### config.mk
export PLATFORM = sky130hd
export DESIGN_NAME = aibio_cdr_phase_ctrl
export DESIGN_NICKNAME = d
export VERILOG_FILES = /design/src/rtl/aibio_cdr_pkg.sv /design/src/rtl/aibio_cdr_sync.sv /design/src/rtl/aibio_cdr_phase_ctrl.sv
export SDC_FILE = /design/constraint.sdc
export NUM_CORES = 1
export LEC_CHECK = 0
export ABC_AREA = 1
export CORE_ASPECT_RATIO = 0.75
export CORE_MARGIN = 4
export CORE_UTILIZATION = 57
export DETAILED_ROUTE_END_ITERATION = 8
export GPL_ROUTABILITY_DRIVEN = 0
export PLACE_DENSITY = 0.84
export RECOVER_POWER = 50
export SYNTH_ARGS = -nofsm -noshare
export SYNTH_HDL_FRONTEND = slang
export SYNTH_SLANG_ARGS = --single-unit
### constraint.sdc
create_clock -name i_clk -period 3.95 [get_ports i_clk]
set_input_delay 1.185 -clock i_clk [delete_from_list [all_inputs] [get_ports i_clk]]
set_output_delay 1.185 -clock i_clk [all_outputs]
set_load 0.005 [all_outputs]
### src/rtl/aibio_cdr_pkg.sv
// Shared types for the RX CDR phase controller: FSM state and PI step direction.
package aibio_cdr_pkg;

  typedef enum logic [1:0] {IDLE, TRACK, STEP, SETTLE} cdr_state_e;
  typedef enum logic {DIR_UP, DIR_DN} cdr_dir_e;

endpackage

### src/rtl/aibio_cdr_sync.sv
// Two-flop synchronizer for a single asynchronous bit, async active-high reset to 0.
module aibio_cdr_sync (
  input  logic i_clk,
  input  logic i_reset,
  input  logic i_d,
  output logic o_q
);

  logic sync_p0;

  // Stage 0 samples the async input, stage 1 is the metastability-filtered output
  always_ff @(posedge i_clk or posedge i_reset) begin
    if (i_reset) begin
      sync_p0 <= 1'b0;
      o_q     <= 1'b0;
    end else begin
      sync_p0 <= i_d;
      o_q     <= sync_p0;
    end
  end

endmodule

### src/rtl/aibio_cdr_phase_ctrl.sv
// RX CDR loop filter and PI-code controller: early/late integrator, +/-1 code steps, settle window.
// Optional lock detector built only when AIBIO_CDR_LOCK_DET_EN is defined.
module aibio_cdr_phase_ctrl #(
  parameter int CODE_W   = 7,
  parameter int ACC_W    = 5,
  parameter int TH       = 8,
  parameter int SETTLE   = 4,
  parameter int CODE_RST = 0,
  parameter int LOCK_ALT = 4
) (
  input  logic              i_clk,
  input  logic              i_reset,
  input  logic              i_cdr_en,
  input  logic              i_cdr_phdet,
  input  logic              i_code_load,
  input  logic [CODE_W-1:0] i_pi_code_init,
  output logic [CODE_W-1:0] o_pi_code,
  output logic              o_pi_up,
  output logic              o_pi_dn,
  output logic              o_cdr_lock
);

  import aibio_cdr_pkg::*;

  // The parameter SETTLE shadows the state name, so the state is always package-qualified.
  localparam int CNT_W = (SETTLE > 1) ? $clog2(SETTLE) : 1;
  localparam logic signed [ACC_W-1:0] ACC_ONE = ACC_W'(1);
  localparam logic signed [ACC_W-1:0] TH_POS  = ACC_W'(TH);
  localparam logic signed [ACC_W-1:0] TH_NEG  = -TH_POS;

  function automatic logic [CODE_W-1:0] code_step(input logic [CODE_W-1:0] code,
                                                  input cdr_dir_e dir);
    // Natural CODE_W-bit wrap gives the modular PI code ring
    if (dir == DIR_UP) code_step = code + 1'b1;
    else               code_step = code - 1'b1;
  endfunction

  cdr_state_e               state_q, state_d;
  cdr_dir_e                 dir_q, dir_d;
  logic signed [ACC_W-1:0]  acc_q, acc_d, acc_nxt;
  logic        [CNT_W-1:0]  cnt_q, cnt_d;
  logic        [CODE_W-1:0] code_q;
  logic                     up_q, dn_q;
  logic                     phd_s;
  logic                     step_fire;

  aibio_cdr_sync u_sync (
    .i_clk   (i_clk),
    .i_reset (i_reset),
    .i_d     (i_cdr_phdet),
    .o_q     (phd_s)
  );

  always_comb begin
    state_d   = state_q;
    dir_d     = dir_q;
    acc_d     = acc_q;
    cnt_d     = cnt_q;
    step_fire = 1'b0;
    acc_nxt   = phd_s ? (acc_q + ACC_ONE) : (acc_q - ACC_ONE);
    if (!i_cdr_en) begin
      state_d = IDLE;
      acc_d   = '0;
      cnt_d   = '0;
    end else begin
      case (state_q)
        IDLE: begin
          acc_d   = '0;
          state_d = TRACK;
        end
        TRACK: begin
          if (acc_nxt == TH_POS) begin
            state_d = STEP;
            dir_d   = DIR_UP;
            acc_d   = '0;
          end else if (acc_nxt == TH_NEG) begin
            state_d = STEP;
            dir_d   = DIR_DN;
            acc_d   = '0;
          end else begin
            acc_d = acc_nxt;
          end
        end
        STEP: begin
          step_fire = 1'b1;
          cnt_d     = CNT_W'(SETTLE - 1);
          state_d   = aibio_cdr_pkg::SETTLE;
        end
        aibio_cdr_pkg::SETTLE: begin
          acc_d = '0;
          if (cnt_q == '0) state_d = TRACK;
          else             cnt_d   = cnt_q - 1'b1;
        end
        default: state_d = IDLE;
      endcase
    end
  end

  always_ff @(posedge i_clk or posedge i_reset) begin
    if (i_reset) begin
      state_q <= IDLE;
      dir_q   <= DIR_UP;
      acc_q   <= '0;
      cnt_q   <= '0;
    end else begin
      state_q <= state_d;
      dir_q   <= dir_d;
      acc_q   <= acc_d;
      cnt_q   <= cnt_d;
    end
  end

  // Code register and step pulses: the pulse is registered with the code so they coincide
  always_ff @(posedge i_clk or posedge i_reset) begin
    if (i_reset) begin
      code_q <= CODE_W'(CODE_RST);
      up_q   <= 1'b0;
      dn_q   <= 1'b0;
    end else begin
      up_q <= 1'b0;
      dn_q <= 1'b0;
      if (state_q == IDLE && i_code_load) begin
        code_q <= i_pi_code_init;
      end else if (step_fire) begin
        code_q <= code_step(code_q, dir_q);
        up_q   <= (dir_q == DIR_UP);
        dn_q   <= (dir_q == DIR_DN);
      end
    end
  end

  assign o_pi_code = code_q;
  assign o_pi_up   = up_q;
  assign o_pi_dn   = dn_q;

`ifdef AIBIO_CDR_LOCK_DET_EN
  localparam int LK_W = $clog2(LOCK_ALT + 1);

  logic [LK_W-1:0] lock_cnt_q;
  logic            have_prev_q;
  cdr_dir_e        prev_dir_q;
  logic            lock_q;

  // The first step after IDLE has no predecessor and counts as an alternation,
  // so LOCK_ALT alternating steps (up,dn,up,dn at the default) declare lock.
  always_ff @(posedge i_clk or posedge i_reset) begin
    if (i_reset) begin
      lock_cnt_q  <= '0;
      have_prev_q <= 1'b0;
      prev_dir_q  <= DIR_UP;
      lock_q      <= 1'b0;
    end else if (!i_cdr_en) begin
      lock_cnt_q  <= '0;
      have_prev_q <= 1'b0;
      lock_q      <= 1'b0;
    end else if (step_fire) begin
      have_prev_q <= 1'b1;
      prev_dir_q  <= dir_q;
      if (!have_prev_q || dir_q != prev_dir_q) begin
        if (lock_cnt_q != LK_W'(LOCK_ALT)) lock_cnt_q <= lock_cnt_q + 1'b1;
        if (lock_cnt_q >= LK_W'(LOCK_ALT - 1)) lock_q <= 1'b1;
      end else begin
        lock_cnt_q <= '0;
        lock_q     <= 1'b0;
      end
    end
  end

  assign o_cdr_lock = lock_q;
`else
  assign o_cdr_lock = 1'b0;
`endif

endmodule

==> summary by stage, run 1 <==
Cells and area
The layout has a little over 200 filler cells. The post-route cell area is between 1500 and 2000 um2. Relative to the synthesized area, the layout overhead comes to 18.26%. The final net count is roughly 230.

The count of non-filler cells in the finished layout is roughly 230. Of the cells placed in the final design, the portion with a size suffix greater than 1 is 0.04523. The end-of-flow core utilization is 0.7160. The number of antenna cells inserted is 0.

Flow run
The number of max-capacitance violations reported is 0.

Synthesis
The average footprint of a synthesized cell is between 7 and 8 um2. The proportion of register bits with asynchronous set or reset after synthesis is 1.000. The part of the Yosys area used for sequential elements is 0.3760. After synthesis, the cell types taking the most area are sky130_fd_sc_hd__dfrtp_1, sky130_fd_sc_hd__nand2_1, sky130_fd_sc_hd__ha_1, sky130_fd_sc_hd__inv_1, sky130_fd_sc_hd__nand3_1. The share of synthesized area in the top cell type comes to 0.3760. After synthesis the netlist holds a flip-flop and latch count of 21.

The unique cell type count in the Yosys netlist is 24. In this run, synthesis inferred 0 flip-flops with an integrated enable. The gate count after technology mapping is between 150 and 200. The flip-flop cell with the highest count after synthesis is sky130_fd_sc_hd__dfrtp_1. Among all cell types in the netlist, the one instantiated most often is sky130_fd_sc_hd__nand2_1. The area of the mapped netlist is between 1000 and 1500 um2.

The number of warning messages in the yosys log is 0. The largest area contributor in the synthesized netlist is sky130_fd_sc_hd__dfrtp_1. In the synthesized netlist, the cells that appear most often are sky130_fd_sc_hd__nand2_1, sky130_fd_sc_hd__inv_1, sky130_fd_sc_hd__dfrtp_1. The number of nets in the synthesized netlist is between 200 and 250.

Worst setup path
The count of cells along the worst register-to-register path is 10. The slowest stage of the critical path belongs to the cell sky130_fd_sc_hd__clkdlybuf4s50_1. The critical path capture point type is an output port. Walking the worst path, the cells encountered are clkdlybuf4s50_1. In this run the worst path has a maximum fanout of 3.

The worst path required time is roughly 2.8 ns. The setup slack of the most critical reg-to-reg path is between 2 and 2.5 ns. The worst setup path is launched from a register. In this run the number of cells on the critical path is 1. The highest cell delay on the worst timing path is 0.55 ns. The worst path buffer plus inverter count is 1. In this design, the largest share of critical-path delay is due to buffers and inverters. The critical path data arrival time is 1.30 ns.

The critical path class is register to output port.

Clock tree
The deepest level of the CTS H-tree is 1. Counting every sink on the clock net gives 21. The number of hold buffers added after CTS was 0. The CTS tree is yes.

The worst-skew pair later-pin latency is 0.31 ns. The count of cells resized by post-cts repair is 0. The deepest clock path buffer count is 2. The cell chosen for the clock root is sky130_fd_sc_hd__clkbuf_4. The setup fix buffers added after clock tree synthesis is 0. The number of buffers added by the clock tree synthesis step is 3. The clock-pin slew reported for the worst setup and hold paths after clock tree synthesis is 0.12 ns.

Global route
The global router's overall resource usage is 0.2138. Summed over all layers, the global routing overflow is 0. The via count of the first global-routing pass is approximately 1200. Entering global routing, the biggest net connects 22 pins. The initial antenna violation count is 0.

The wire length of the first global-routing pass is between 5 and 6 mm.

Worst hold path
The worst hold path class is register to register. The worst hold path was traced through 0 stages.

Detailed routing
The number of DRC violations after detailed-routing iteration 0 is 37. The final routed wire length divided by cell count is roughly 13 um. In the routed design, unresolved DRC markers number 0. The first TritonRoute pass finished after 4 iterations. The count of vias placed by the detailed router is around 1200. The final layout contains routed wiring with a total length of around 3.1 mm. The count of antenna-violating nets left after detailed routing is 0. The via density per instance is between 5 and 6.

STA
Between clock sinks in the finished design, the worst skew comes to between 0.01 and 0.015 ns. Setup violations remaining at the end of the flow were counted as 0. Of the available clock period, the critical path in the final layout requires 0.6298. The slew at the pin closest to its max-slew limit is about 0.8 ns. The worst path needs roughly 2.5 ns of the cycle, external delays included. The post-route setup TNS is 0 ns. Setup repair after global routing left no endpoint under its margin.

Based on the critical path, the design can be clocked at up to around 0.40 GHz. The hold violation count in the final report is 0. The worst slew slack as a fraction of its limit is 0.4643. The max-slew violation count is 0.

Die
After floorplanning, the core was divided into 15 placement rows. The die width is ~65 um. The floorplan step set the die height to roughly 51 um. The initial utilization of the core area, before any placement, comes to 0.6054.

After floorplanning, the core was sized to cover between 2000 and 2500 um2. The top-level port count is 22. The total die area is about 3300 um2.

Placed design
Detailed placement finished with a half-perimeter wire length of 2.557 mm. Summing all placed instances gives a cell area of between 1500 and 2000 um2. The count of buffers inserted at the top-level ports is 20. Counting tap cells, the placed design contains a total of 229 instances.

Power
VDD sags by at most roughly 380 uV. In this run the power density over the cells is 603.6 nW/um2. The power after layout is 0.0009977 W. Summed over all cells, the static leakage comes to 0.8778 nW.

Run status
The flow ran to the end, and the final reports show no timing, DRC or antenna violations.
## stage by stage
step | hold WS (ns) | setup slack [ns]
floorplan | 0.3312 | 2.005
global placement | 0.3341 | 1.390
detailed placement | 0.3563 | 1.340
CTS | 0.3828 | 1.465
global route | 0.3833 | 1.424
finish | 0.3733 | 1.462
## final cells by class
cell class,count,area (um2),area share
multi-input combinational,126,752.0,0.4550
sequential,21,525.5,0.3179
clock inverter,1,5.005,0.003028
timing repair buffer,20,200.2,0.1211
tap,34,42.54,0.02574
inverter,28,105.1,0.06359
clock buffer,3,22.52,0.01363
## cells in the final DEF (no fill, tap or decap), drive strengths merged, types with 6 or more instances in the layout
| cell | n |
|---|---|
| a21oi | 8 |
| nand3 | 19 |
| o21ai | 9 |
| inv | 28 |
| clkdlybuf4s50 | 17 |
| dfrtp | 21 |
| nor2 | 6 |
| ha | 14 |
| nand2 | 50 |
## power by group
part	switching (W)	internal [W]	total [W]
combinational	0.000301	0.000240	0.000541
sequential	0.0000688	0.000284	0.000353
clock	0.0000662	0.0000379	0.000104
total	0.000436	0.000562	0.000998
## per-layer routing
| layer | vias up | share of wire | GRT usage |
|---|---|---|---|
| met3 | 4 | 0.048 | 0.05495 |
| met4 | 0 | 0.011 | 0.05172 |
| met1 | 585 | 0.46 | 0.2750 |
| li1 | 614 | - | - |
| met2 | 31 | 0.48 | 0.3613 |
| met5 | - | 0 | 0 |
## flip-flops by register name (all words and copies together) (netlist names)
signal          flops
acc_q               5
cnt_q               2
dir_q               1
o_pi_code           7
o_pi_dn             1
o_pi_up             1
state_q             2
u_sync.o_q          1
u_sync.sync_p0      1
## worst register-to-register path, stage by stage, from the launching register on
cell and delay (ns):
sky130_fd_sc_hd__dfrtp_1 0.41, sky130_fd_sc_hd__inv_1 0.09, sky130_fd_sc_hd__fa_1 0.44, sky130_fd_sc_hd__inv_1 0.10, sky130_fd_sc_hd__nand2_1 0.09, sky130_fd_sc_hd__a21oi_2 0.20
sky130_fd_sc_hd__nand3_2 0.16, sky130_fd_sc_hd__nand2_2 0.11, sky130_fd_sc_hd__nand2_2 0.06, sky130_fd_sc_hd__nand2_1 0.05, sky130_fd_sc_hd__nand2_1 0.05
## worst paths after layout
check	to	start
setup / recovery	o_pi_code[5]	o_pi_code[5]
hold / removal	u_sync.o_q	u_sync.sync_p0
setup reg to reg	state_q[0]	acc_q[0]
hold reg to reg	u_sync.o_q	u_sync.sync_p0
max in group asynchronous	u_sync.o_q	i_reset
min in group asynchronous	cnt_q[1]	i_reset
## cell families after synthesis
logic type,after synthesis,share of synthesized area
other,1,0.002683
flip-flops,21,0.3760
XOR/XNOR,4,0.02507
AO/OA/AOI/OAI,23,0.09669
buffers and inverters,30,0.08594
AND/OR/NAND/NOR,82,0.2596
adder cells (fa/ha/maj),16,0.1540
Power figures use the tool's default switching activity.
==> run 2: changes to the inputs <==
--- a/config.mk
+++ b/config.mk
@@ -8,10 +8,10 @@
 export ABC_AREA = 1
 export CORE_ASPECT_RATIO = 0.75
 export CORE_MARGIN = 4
-export CORE_UTILIZATION = 57
+export CORE_UTILIZATION = 53
 export DETAILED_ROUTE_END_ITERATION = 8
 export GPL_ROUTABILITY_DRIVEN = 0
-export PLACE_DENSITY = 0.84
+export PLACE_DENSITY = 0.79
 export RECOVER_POWER = 50
 export SYNTH_ARGS = -nofsm -noshare
 export SYNTH_HDL_FRONTEND = slang
==> constraint.sdc (replaced) <==
create_clock -name i_clk -period 2.6 [get_ports i_clk]
set_input_delay 0.78 -clock i_clk [delete_from_list [all_inputs] [get_ports i_clk]]
set_output_delay 0.78 -clock i_clk [all_outputs]
set_load 0.005 [all_outputs]
==> run 2 against run 1 <==
Compared with the run above:
- final area increased by 0.23%
- worst setup slack worse by 0.90 ns
- non-clock buffer count increased by 1
- core utilization down 2.6 points
- cell count up 0.43%
- routed wire length fell by 5.3%
- die area grew 6.5%
- via count shrank 0.73%
- largest cell class unchanged
==> summary by stage, run 2 (synthesis gave the netlist of run 1 again) <==
STA
The post-route setup TNS is 0 ns (unchanged). The worst slew slack as a fraction of its limit is 0.2622 (-0.2021). The total setup violations reported at the end of the flow is 0 (unchanged). The max-slew violation count is 0 (unchanged). The slew at the pin closest to its max-slew limit is 1.107 ns (+0.3041 ns). The clock skew after layout is 0.001667 ns (-0.008577 ns). Dividing the final minimum period by the clock period gives 0.7836. The hold violation count in the final report was 0 (unchanged).

The timing-limited maximum frequency is a little under 0.5 GHz. Setup repair after global routing left no endpoint under its margin. The time the final worst path needs with I/O delays and setup is a little over 2 ns.

Power
The leakage power came to 0.8790 nW (+0.13%). The power after layout is 0.001510 W (+51%). The power per unit of standard cell area came to 911.7 nW/um2 (+51%). The peak ir drop on the vdd network is 464.7 uV (+22%). The switching power is 0.0006534 W (+50%). The proportion of power drawn by flip-flops and latches is 0.352 (-0.002). The part of the total power dissipated in the clock network is 0.104 (about the same). The cell internal power dissipation is 0.0008568 W (+53%). The proportion of power drawn by combinational gates is 0.544 (+0.002).

The switching share of power was 0.4327 (-0.004361).

Global route
The met1 track utilization from global routing is 0.2517 (-0.02334). The wire length of the first global-routing pass is 5.195 mm (-5.0%). The met2 capacity usage during global routing came to 0.3279 (-0.03345). The via count of the first global-routing pass came to 1189 (-2.8%). The pin count of the biggest net entering global routing is 22 (unchanged). The layer flagged by global routing as most heavily used is met2. The global router's overall resource usage is 0.1976 (-0.01617).

The overall overflow remaining after global route was 0 (unchanged). The met3 track utilization from global routing is 0.05794 (+0.002995). The initial antenna violation count is 0 (unchanged).

Worst setup path
The count of cells along the worst register-to-register path is 10 (unchanged). The dominant delay contributor by cell family on the critical path is buffers and inverters. The source of the worst register-to-register timing path is acc_q[0]. STA classifies the critical path endpoint as an output port. The largest individual stage delay along the critical path comes from the cell sky130_fd_sc_hd__clkdlybuf4s50_1.

The highest cell delay on the worst timing path is 0.52 ns (-0.03 ns). The critical path data arrival time is 1.26 ns (-0.04 ns). The category of the worst setup path launch point is a register. The setup slack of the most critical reg-to-reg path is 0.73 ns (-1.37 ns). The critical path class is register to output port. The worst path required time was 1.82 ns (-0.94 ns). In this run the critical register-to-register path is captured at state_q[0]. The signal on the critical path passes through clkdlybuf4s50_1. The top fanout value on the critical path is 3 (unchanged). The worst path buffer plus inverter count came to 1 (unchanged).

Cells and area
The number of filler cells placed in the layout is 210 (+4.0%). The number of antenna cells inserted is 0 (unchanged). The number of flip-flops in the largest register is 7 (unchanged).

The library cell used most frequently in the layout, excluding fill and tap cells, is sky130_fd_sc_hd__nand2_1. The share of layout cells above drive strength 1 is 0.04500 (-0.0002261). The top cell types in the final layout, fill and taps aside, are sky130_fd_sc_hd__nand2_1, sky130_fd_sc_hd__inv_1, sky130_fd_sc_hd__dfrtp_1. The final net count is 229 (+0.44%). Compared with the post-synthesis result, the final layout area differs by 18.53%.

Run status
The flow ran to the end, and the final reports show no timing, DRC or antenna violations.

Die
The initial core utilization came to 0.5818 (-0.02365). The total die area is 3531 um2 (+6.5%). The top-level port count is 22 (unchanged). The placement row count came to 15 (unchanged). The die width is 67.30 um (+3.3%). The die span in y is 52.47 um (+3.1%). The core box area is 2402 um2 (+4.1%).

Clock tree
The setup fix buffers added after clock tree synthesis was 0 (unchanged). The deepest level of the CTS H-tree came to 1 (unchanged). The count of cells resized by post-cts repair is 0 (unchanged). The worst-skew pair later-pin latency is 0.31 ns (about the same).

The total clock sinks came to 21 (unchanged). The cell sitting at the root of the clock tree is a sky130_fd_sc_hd__clkbuf_4. The number of buffers added by the clock tree synthesis step is 3 (unchanged). TritonCTS built the clock tree. The post-cts hold buffer count is 0 (unchanged).

The clock-pin slew reported for the worst setup and hold paths after clock tree synthesis is 0.11 ns (about the same). The deepest clock path buffer count was 2 (unchanged).

Worst hold path
The worst hold path class is register to register. The startpoint of the lowest-slack hold path is u_sync.sync_p0. The hold path depth is 0 (unchanged).

The worst hold path terminates at u_sync.o_q.

Flow run
The number of max-capacitance violations reported is 0 (unchanged).

Detailed routing
The number of iterations in the first detailed-routing pass came to 4 (unchanged). The sum of routed wire length over all layers was 2.976 mm (-5.3%). The final routed wire length divided by cell count is 12.72 um (-5.7%). The count of vias placed by the detailed router is 1225 (-0.73%).

The count of antenna-violating nets left after detailed routing was 0 (unchanged). The number of DRC violations after detailed-routing iteration 0 is 50 (+35%). The post-detailed-route DRC marker count came to 0 (unchanged). The via density per instance came to 5.235 (-1.2%).

Placed design
The count of buffers inserted at the top-level ports was 20 (unchanged). The detailed-placement wirelength estimate came to 2.427 mm (-5.1%).
-- run 2: cell count changes in the layout (fill, tap and decap cells not counted) --
cell / delta
sky130_fd_sc_hd__clkbuf_1: +1
-- run 2: stage by stage --
stage,instances,cell area (um2),hold slack [ns],util,setup slack [ns]
finish,234,1657,0.3646,0.6896,0.5626
global route,234,1657,0.3841,0.6896,0.4330
CTS,234,1660,0.3695,0.6911,0.5550
detailed placement,230,1633,0.3410,0.6797,0.3502
global placement,230,1633,0.3335,0.6797,0.4425
floorplan,177,1398,0.3312,-,0.9849
-- run 2: power by group through the flow --
stage | logic [W] | clock network, W | registers, W
global placement | 0.000776 | 0 | 0.000534
finish | 0.000822 | 0.000157 | 0.000531
detailed placement | 0.000821 | 0 | 0.000537
floorplan | 0.000549 | 0 | 0.000517
CTS | 0.000826 | 0.000166 | 0.000531
global route | 0.000941 | 0.000174 | 0.000546
-- run 2: worst max-delay path by stage --
stage | cells after the start | slack (ns) | from | endpoint
finish | 1 | 0.56 | o_pi_code[6] | o_pi_code[6]
global route | 3 | 0.43 | i_reset | dir_q
CTS | 1 | 0.56 | o_pi_code[0] | o_pi_code[0]
detailed placement | 7 | 0.35 | i_cdr_en | o_pi_code[6]
global placement | 7 | 0.44 | i_cdr_en | o_pi_code[5]
floorplan | 10 | 0.98 | acc_q[0] | state_q[0]
-- run 2: per-layer routing --
layer | wire (um) | part of all wire
met2 | 1440 | 0.48
met4 | 29 | 0.0097
met5 | 0 | 0
met1 | 1335 | 0.45
met3 | 169 | 0.057
-- run 2: area by class of cell --
| cell class | instances | area, um2 | area share |
|---|---|---|---|
| Inverter | 28 | 105.1 | 0.06344 |
| Multi-Input combinational cell | 126 | 752.0 | 0.4539 |
| Tap cell | 34 | 42.54 | 0.02568 |
| Clock inverter | 1 | 5.005 | 0.003021 |
| Timing Repair Buffer | 21 | 203.9 | 0.1231 |
| Clock buffer | 3 | 22.52 | 0.01360 |
| Sequential cell | 21 | 525.5 | 0.3172 |
==> run 3: changes to the inputs <==
==> constraint.sdc (replaced) <==
create_clock -name i_clk -period 2.1 [get_ports i_clk]
set_input_delay 0.63 -clock i_clk [delete_from_list [all_inputs] [get_ports i_clk]]
set_output_delay 0.63 -clock i_clk [all_outputs]
set_load 0.005 [all_outputs]
==> run 3 against run 2 <==
Compared with the run above:
- clock-buffer cell count is the same
- sequential share of layout area shrank 0.19 points
- via count is essentially flat
- global-route usage shrank 0.65 points
- non-clock buffer count grew 1
- highest routed layer unchanged
==> summary by stage, run 3 (synthesis gave the netlist of run 1 again) <==
STA
The max-slew violation count is 0 (unchanged). The slew at the pin closest to its max-slew limit was 1.143 ns (+0.03620 ns). The hold violation count in the final report was 0 (unchanged). The post-route setup TNS is 0 ns (unchanged). The timing-limited maximum frequency is ~0.53 GHz. Setup repair after global routing left no endpoint under its margin. The worst slew slack as a fraction of its limit is 0.2380 (-0.02413). Subtracting the final worst setup slack from the clock period gives ~1.9 ns.

The clock skew after layout came to 0.002846 ns (+0.001179 ns). The total setup violations reported at the end of the flow is 0 (unchanged). The ratio of final minimum period to clock period is 0.8976.

Cells and area
The final net count is 230 (+0.44%). In the layout the commonest cells are sky130_fd_sc_hd__nand2_1, sky130_fd_sc_hd__inv_1, sky130_fd_sc_hd__dfrtp_1. The synthesis-to-layout area growth is 19.25%. Leaving out fill and tap cells, the most frequent cell in the layout is sky130_fd_sc_hd__nand2_1. The number of antenna cells inserted was 0 (unchanged). The number of flip-flops in the largest register came to 7 (unchanged). The count of non-filler cells in the finished layout is 235 (+0.43%). The share of layout cells above drive strength 1 came to 0.04975 (+0.004751).

Worst setup path
The count of cells along the worst register-to-register path is 10 (unchanged). The category of the worst setup path launch point is a register. The worst path buffer plus inverter count was 1 (unchanged). The critical path capture point type is an output port. In this run the critical register-to-register path is captured at state_q[1]. The critical path data arrival time is 1.25 ns (about the same). The highest cell delay on the worst timing path is 0.52 ns (about the same). In this run the critical register-to-register path is launched from acc_q[0]. The top fanout value on the critical path came to 3 (unchanged). The signal on the critical path passes through clkdlybuf4s50_1.

The worst path required time was 1.47 ns (-0.35 ns). The dominant delay contributor by cell family on the critical path is buffers and inverters. The critical path is of the register to output port type. The setup slack of the most critical reg-to-reg path is 0.25 ns (-0.48 ns). The slowest stage of the critical path is the sky130_fd_sc_hd__clkdlybuf4s50_1 cell.

Clock tree
The cell chosen for the clock root is sky130_fd_sc_hd__clkbuf_4. The setup fix buffers added after clock tree synthesis is 0 (unchanged). The worst-skew pair later-pin latency is 0.31 ns (about the same). The clock-pin slew reported for the worst setup and hold paths after clock tree synthesis is 0.12 ns (about the same). The count of cells resized by post-cts repair is 0 (unchanged). The deepest clock path buffer count is 2 (unchanged).

The number of buffers added by the clock tree synthesis step was 3 (unchanged). The CTS tree is yes. The deepest level of the CTS H-tree is 1 (unchanged). The post-cts hold buffer count is 0 (unchanged). The total clock sinks was 21 (unchanged).

Detailed routing
The number of DRC violations after detailed-routing iteration 0 is 48 (-4.0%). The number of iterations in the first detailed-routing pass is 4 (unchanged). The count of vias placed by the detailed router is 1226 (+0.082%). The sum of routed wire length over all layers is 2.848 mm (-4.3%). The post-detailed-route DRC marker count is 0 (unchanged). The final routed wire length divided by cell count is 12.12 um (-4.7%). The count of antenna-violating nets left after detailed routing came to 0 (unchanged).

The via density per instance is 5.217 (-0.34%).

Die
The initial core utilization is 0.5818 (unchanged). The total die area came to 3531 um2 (unchanged). The top-level port count came to 22 (unchanged). The placement row count is 15 (unchanged). The die span in y is 52.47 um (unchanged). The die width is 67.30 um (unchanged). The core box area is 2402 um2 (unchanged).

Run status
The flow ran to the end, and the final reports show no timing, DRC or antenna violations.

Global route
The wire length of the first global-routing pass is 5.009 mm (-3.6%). The initial antenna violation count is 0 (unchanged). The overall overflow remaining after global route is 0 (unchanged). The global router's overall resource usage is 0.1911 (-0.006516). The pin count of the biggest net entering global routing is 22 (unchanged). The via count of the first global-routing pass is 1133 (-4.7%).

Worst hold path
The worst hold path belongs to the class register to register. The startpoint identified for the worst hold timing path is u_sync.sync_p0. The hold path depth is 0 (unchanged). The worst hold path endpoint is u_sync.o_q.

Flow run
The number of max-capacitance violations reported is 0 (unchanged).

Power
The leakage power is 0.8797 nW (about the same). The power per unit of standard cell area is 1118 nW/um2 (+23%). The peak ir drop on the vdd network is 545.1 uV (+17%).

Placed design
The count of buffers inserted at the top-level ports is 20 (unchanged). The detailed-placement wirelength estimate is 2.285 mm (-5.8%). The cell count after placement was 231 (+0.43%).
## run 3: changes by cell type in the layout (fill, tap and decap cells not counted)
| cell | previous run | this run |
|---|---|---|
| sky130_fd_sc_hd__clkinvlp_4 | 0 | 1 |
| sky130_fd_sc_hd__clkinv_2 | 1 | 0 |
| sky130_fd_sc_hd__buf_4 | 0 | 1 |
## run 3: worst max-delay path by stage
stage                       startpoint            to  slack (ns)  cells after the start
after floorplan               acc_q[0]    state_q[0]        0.48                     10
after global placement        i_cdr_en  o_pi_code[5]        0.09                      7
after detailed placement      i_cdr_en  o_pi_code[0]        0.03                      6
after CTS                 o_pi_code[1]  o_pi_code[1]        0.20                      1
after global routing          acc_q[0]    state_q[1]        0.06                     10
final                     o_pi_code[6]  o_pi_code[6]        0.22                      1
## run 3: power breakdown
group          leakage (nW)  internal [W]  switching (W)
clock network        0.0139     0.0000728       0.000132
registers             0.269      0.000534       0.000121
logic                 0.597      0.000458       0.000545
total                 0.880       0.00107       0.000797
## run 3: per-layer routing
layer / up-vias / track usage / wire length, um
met5: - / 0 / 0
met4: 0 / 0.04714 / 19
met3: 4 / 0.05794 / 204
met2: 39 / 0.3116 / 1302
met1: 566 / 0.2470 / 1320
li1: 617 / - / -
## run 3: area by class of cell
class,count,area [um2]
repair buffers,22,211.5
multi-input cells,126,752.0
inverters,28,105.1
clock buffers,3,22.52
fillers,212,735.7
clock inverters,1,7.507
flip-flops and latches,21,525.5
well taps,34,42.54
## run 3: per-stage QoR
stage               setup slack, ns  total power (W)  utilization  hold slack, ns  area [um2]
finish                       0.2151         0.001863       0.6938          0.3749        1667
global route                0.05753         0.002064       0.6938          0.3886        1667
CTS                          0.1956         0.001874       0.6953          0.3795        1670
detailed placement          0.03048         0.001662       0.6828          0.3504        1640
global placement            0.08511         0.001627       0.6828          0.3381        1640
floorplan                    0.4849         0.001320            -          0.3312        1398
